File: src/rtl/layer_sequencer.sv
// rtl/layer_sequencer.sv - time-multiplexes one Perceptron across the M neurons of a dense layer
// Optional perf_busy/perf_stall counters are built when LAYER_SEQ_PERF_EN is defined.
`timescale 1ns/1ps
`ifndef DATA_WIDTH
`define DATA_WIDTH 8
`endif
module layer_sequencer #(
  parameter int N          = 4,
  parameter int M          = 8,
  parameter int DATA_WIDTH = `DATA_WIDTH,
  parameter int PE_LAT     = 0,
  localparam int MW        = (M > 1) ? $clog2(M) : 1
) (
  input  logic                             clk,
  input  logic                             rst,
  input  logic                             in_valid,
  output logic                             in_ready,
  input  logic [N-1:0][DATA_WIDTH-1:0]     in_x,
  output logic                             wmem_en,
  output logic [MW-1:0]                    wmem_addr,
  input  logic [N-1:0][DATA_WIDTH-1:0]     wmem_w,
  input  logic [DATA_WIDTH-1:0]            wmem_b,
  output logic [N-1:0][DATA_WIDTH-1:0]     pe_x,
  output logic [N-1:0][DATA_WIDTH-1:0]     pe_w,
  output logic [DATA_WIDTH-1:0]            pe_b,
  input  logic [DATA_WIDTH-1:0]            pe_y,
  output logic                             out_valid,
  input  logic                             out_ready,
  output logic [MW-1:0]                    out_idx,
  output logic [DATA_WIDTH-1:0]            out_y,
`ifdef LAYER_SEQ_PERF_EN
  output logic [31:0]                      perf_busy,
  output logic [31:0]                      perf_stall,
`endif
  output logic                             out_last
);

  localparam int LW = (PE_LAT > 0) ? $clog2(PE_LAT + 1) : 1;
  localparam logic [MW-1:0] LAST_M   = MW'(M - 1);
  localparam logic [LW-1:0] LAST_LAT = LW'(PE_LAT);

  typedef enum logic [2:0] {S_IDLE, S_FETCH, S_LOAD, S_EVAL, S_EMIT} state_e;

  state_e                          state_q, state_d;
  logic [MW-1:0]                   m_q;
  logic [LW-1:0]                   lat_q;
  logic [N-1:0][DATA_WIDTH-1:0]    pe_x_q, pe_w_q;
  logic [DATA_WIDTH-1:0]           pe_b_q, out_y_q;
  logic [MW-1:0]                   out_idx_q;
  logic                            eval_done;

  assign eval_done = (lat_q == LAST_LAT);

  always_ff @(posedge clk or posedge rst) begin
    if (rst) state_q <= S_IDLE;
    else     state_q <= state_d;
  end

  always_comb begin
    state_d = state_q;
    case (state_q)
      S_IDLE:  if (in_valid) state_d = S_FETCH;
      S_FETCH: state_d = S_LOAD;
      S_LOAD:  state_d = S_EVAL;
      S_EVAL:  if (eval_done) state_d = S_EMIT;
      S_EMIT:  if (out_ready) state_d = (m_q == LAST_M) ? S_IDLE : S_FETCH;
      default: state_d = S_IDLE;
    endcase
  end

  always_comb begin
    in_ready  = (state_q == S_IDLE);
    wmem_en   = (state_q == S_FETCH);
    wmem_addr = (state_q == S_FETCH) ? m_q : '0;
    out_valid = (state_q == S_EMIT);
    out_last  = (state_q == S_EMIT) && (out_idx_q == LAST_M);
  end

  // Datapath registers only move in their owning state, so pe_* stay frozen through EVAL.
  always_ff @(posedge clk or posedge rst) begin
    if (rst) begin
      m_q       <= '0;
      lat_q     <= '0;
      pe_x_q    <= '0;
      pe_w_q    <= '0;
      pe_b_q    <= '0;
      out_y_q   <= '0;
      out_idx_q <= '0;
    end else begin
      if (state_q == S_IDLE && in_valid) begin
        pe_x_q <= in_x;
        m_q    <= '0;
      end
      if (state_q == S_LOAD) begin
        pe_w_q <= wmem_w;
        pe_b_q <= wmem_b;
        lat_q  <= '0;
      end
      if (state_q == S_EVAL) begin
        if (eval_done) begin
          out_y_q   <= pe_y;
          out_idx_q <= m_q;
        end else begin
          lat_q <= lat_q + 1'b1;
        end
      end
      if (state_q == S_EMIT && out_ready && m_q != LAST_M) m_q <= m_q + 1'b1;
    end
  end

  assign pe_x    = pe_x_q;
  assign pe_w    = pe_w_q;
  assign pe_b    = pe_b_q;
  assign out_y   = out_y_q;
  assign out_idx = out_idx_q;

`ifdef LAYER_SEQ_PERF_EN
  logic [31:0] busy_q, stall_q;

  always_ff @(posedge clk or posedge rst) begin
    if (rst) begin
      busy_q  <= '0;
      stall_q <= '0;
    end else if (state_q == S_IDLE) begin
      if (in_valid) begin
        busy_q  <= '0;
        stall_q <= '0;
      end
    end else begin
      if (busy_q != '1) busy_q <= busy_q + 32'd1;
      if (state_q == S_EMIT && !out_ready && stall_q != '1) stall_q <= stall_q + 32'd1;
    end
  end

  assign perf_busy  = busy_q;
  assign perf_stall = stall_q;
`endif

endmodule

File: config.mk
export PLATFORM = sky130hd
export DESIGN_NAME = layer_sequencer
export DESIGN_NICKNAME = d
export VERILOG_FILES = /design/src/rtl/layer_sequencer.sv
export SDC_FILE = /design/constraint.sdc
export NUM_CORES = 1
export LEC_CHECK = 0
export ABC_AREA = 0
export CORE_ASPECT_RATIO = 1.2
export CORE_MARGIN = 2
export CORE_UTILIZATION = 43
export CTS_BUF_LIST = sky130_fd_sc_hd__clkbuf_16
export CTS_CLUSTER_DIAMETER = 100
export DETAILED_ROUTE_END_ITERATION = 8
export GPL_TIMING_DRIVEN = 0
export PLACE_DENSITY = 0.93
export SLEW_MARGIN = 30
export SYNTH_ARGS = -nofsm -noshare
export SYNTH_HDL_FRONTEND = slang
export SYNTH_SLANG_ARGS = --single-unit
File: constraint.sdc
create_clock -name clk -period 5.6 [get_ports clk]
set_input_delay 0.84 -clock clk [delete_from_list [all_inputs] [get_ports clk]]
set_output_delay 0.84 -clock clk [all_outputs]
set_load 0.03 [all_outputs]
==> metrics.yaml <==
sta:
  slew_violations: 0
  period_needed_ns: 2.95
  fmax_ghz: 0.339
  skew_ns: 0.00346
  relSlewSlack_pct: 62.4
  rsz0062_at_grt: "false"
  setup_viol: 0
  finalHoldViolations: 0
  post-route-period-util_pct: 52.7
  setup_ws_ns: 2.65
  tightestPinTransition_ns: 0.561
  fin_setup_tns_ns: 0
yosys:
  synth_top_family_by_area: "multiplexers"
  synth_common_cells: "dfrtp_1, mux2_2, nor2_1"
  synth_cells: 216
  synth_warnings: 0
  synth.most_common_cell: "dfrtp_1"
  syn_nets: 302
  yosysTopAreaCellShare_pct: 64.4
  synthMuxAreaShare_pct: 27.7
  synth-simple-area-share_pct: 4.01
  synth_edf_count: 0
  synth_xor_area_share_pct: 0
  syn-cell-area_um2: 3500
  synth-compound-area-share_pct: 0.465
  ys_types: 22
  synth_fa_ha_area_share_pct: 0.716
  avgSynthCellArea_um2: 16.2
  yosys.area.top_type: "dfrtp_1"
  synth.area.top_cells: "dfrtp_1, mux2_2, buf_6"
  seq_area_frac_synth_pct: 64.4
  async_reset_ff_share_pct: 100
  synth_seq_cells: 90
  synth-main-ff-cell: "dfrtp_1"
floorplan:
  die_h_um: 103
  placementRows: 36
  dieArea_um2: 8870
  io-pin-count: 174
  fp.coreArea_um2: 8020
  die_w_um: 86.3
  start_util_pct: 43.6
grt:
  grt-ovfl-total: 0
  use_met1_pct: 21.0
  grt_pass1_vias: 2647
  use_met3_pct: 6.65
  grt_pass1_wl_um: 12800
  antenna_found_initial: 0
  busiest_layer: "met2"
  grt_max_degree: 47
  gr-usage-met2_pct: 33.1
  grt_use_total_pct: 18.8
layout:
  nets: 487
  area_growth_pct: 63.4
  drive_above_1_share_pct: 27.6
  final_core_util_pct: 71.3
  diodes: 0
  fillerInstances: 549
  stdcell_area_um2: 5710
clock_network:
  clkLatencyLatePin_ns: 0.33
  clockBufferDepth: 2
  path_clk_slew_ns: 0.06
  post-cts-setup-buffer-count: 0
  htree_levels: 3
  clock-sinks: 90
  cts-buffers-inserted: 9
  cts.repair.resized: 0
  cts_tree: "yes"
  cts-root-buf: "clkbuf_16"
  ctsHoldBuffers: 0
worst_setup_path:
  cp_slowest_cell: "clkdlybuf4s50_1"
  crit_start: "state_q[0]"
  critPathKind: "register to output port"
  arrival_ns: 2.11
  rr_worst_depth: 4
  critPathMaxStageDelay_ns: 0.70
  cp_num_buf_inv: 1
  r2r-start: "state_q[1]"
  path_cells: "nor3b_1, and2_1, clkdlybuf4s50_1"
  cp.depth: 3
  critPathRequiredTime_ns: 4.76
  crit_family: "buffers and inverters"
  cp-start-kind: "register"
  crit_fanout: 7
  cp-end-kind: "output port"
route:
  avgViaCountPerCell: 4.88
  avgRoutedWirePerCell_um: 16.4
  wirelength_um: 8220
  dr.pass1.iters: 4
  drt_iter0_markers: 71
  drcViolationCount: 0
  ant_nets: 0
  vias: 2445
place:
  placed_area_um2: 5380
  io_buffers: 173
  dp_slack_ns: 2.99
  gp_congestion: 0.773
  dp_hpwl_um: 6310
power_and_ir_drop:
  vdd_drop_max_mv: 0.358
  clock_power_share_pct: 17.5
  p_int_uw: 2370
  leakagePower_uw: 0.00242
  finalPower_uw: 3810
  cellPowerDensity_nw_per_um2: 667
  swShare_pct: 37.7
  p_sw_uw: 1440
  combPwrFrac_pct: 52.6
  p_seq_share_pct: 30.0
min_path:
  min_path_type: "register to register"
  holdPathStages: 1
  worstHoldStart: "lat_q"
outcome:
  status: "completed"
run:
  cap_viol_max_count: 0
-- cells in the final DEF (no fill, tap or decap) --
master             n
a21oi_1            1
and2_1             4
buf_16             1
buf_2              2
buf_4              4
buf_6              4
bufinv_16          3
clkbuf_16          9
clkdlybuf4s50_1  173
clkinv_2           3
dfrtp_1           90
ha_1               2
inv_1              3
inv_6              1
mux2_1             1
mux2_2            84
mux2i_1            1
nand2_1            1
nand2b_1           3
nand3_1            1
nand4b_1           1
nor2_1             5
nor2b_1            3
nor3_1             2
nor3b_1            1
nor4b_4            1
o21ai_0            1
o22ai_1            1
-- state kept, by name, summed over array words and instances (netlist names) --
signal / count
state_q: 3
pe_w: 32
out_y: 8
pe_x: 32
out_idx: 3
pe_b: 8
m_q: 3
lat_q: 1
-- cell families after synthesis --
kind of cell    after synthesis
compound gates                3
simple gates                 22
buf+inv                      13
mux                          86
fa+ha+maj                     2
flops                        90
-- metrics by stage --
| stage | hold slack (ns) | cells |
|---|---|---|
| 6_report | 0.493 | 501 |
| 5_1_grt | 0.511 | 501 |
| 4_1_cts | 0.493 | 501 |
| 3_5_place_dp | 0.479 | 485 |
| 3_3_place_gp | 0.460 | 484 |
| 2_1_floorplan | 0.444 | 216 |
-- worst paths after layout --
kind                       slack, ns           end
min                             0.49         lat_q
min reg2reg                     0.49         lat_q
max                             2.65  wmem_addr[2]
min in group asynchronous       0.90      pe_x[31]
max reg2reg                     3.85      pe_x[31]
max in group asynchronous       4.13    out_idx[0]
-- final cells by class --
| type | count | area (um2) | area share (%) |
|---|---|---|---|
| Buffer | 10 | 85.1 | 1.49 |
| Tap cell | 95 | 119 | 2.08 |
| Inverter | 3 | 16.3 | 0.285 |
| Sequential cell | 90 | 2250 | 39.4 |
| Clock buffer | 9 | 225 | 3.94 |
| Timing Repair Buffer | 174 | 1760 | 30.8 |
| Clock inverter | 7 | 109 | 1.90 |
| Multi-Input combinational cell | 113 | 1150 | 20.1 |
-- layer usage --
layer,share of wire [%],wire length [um],vias up
met2,53,4330,111
li1,-,-,1128
met1,37,3010,1190
met4,1.9,158,0
met3,8.7,717,16
met5,0,0,-
-- power by group through the flow --
| stage | combinational (uW) | sequential [uW] | clock, uW |
|---|---|---|---|
| floorplan | 592 | 1750 | 0 |
| global placement | 1970 | 1130 | 0 |
| detailed placement | 2020 | 1160 | 0 |
| CTS | 2030 | 1150 | 679 |
| global route | 2100 | 1180 | 712 |
| finish | 2000 | 1140 | 666 |
No activity file was read; power rests on OpenSTA's default activity.
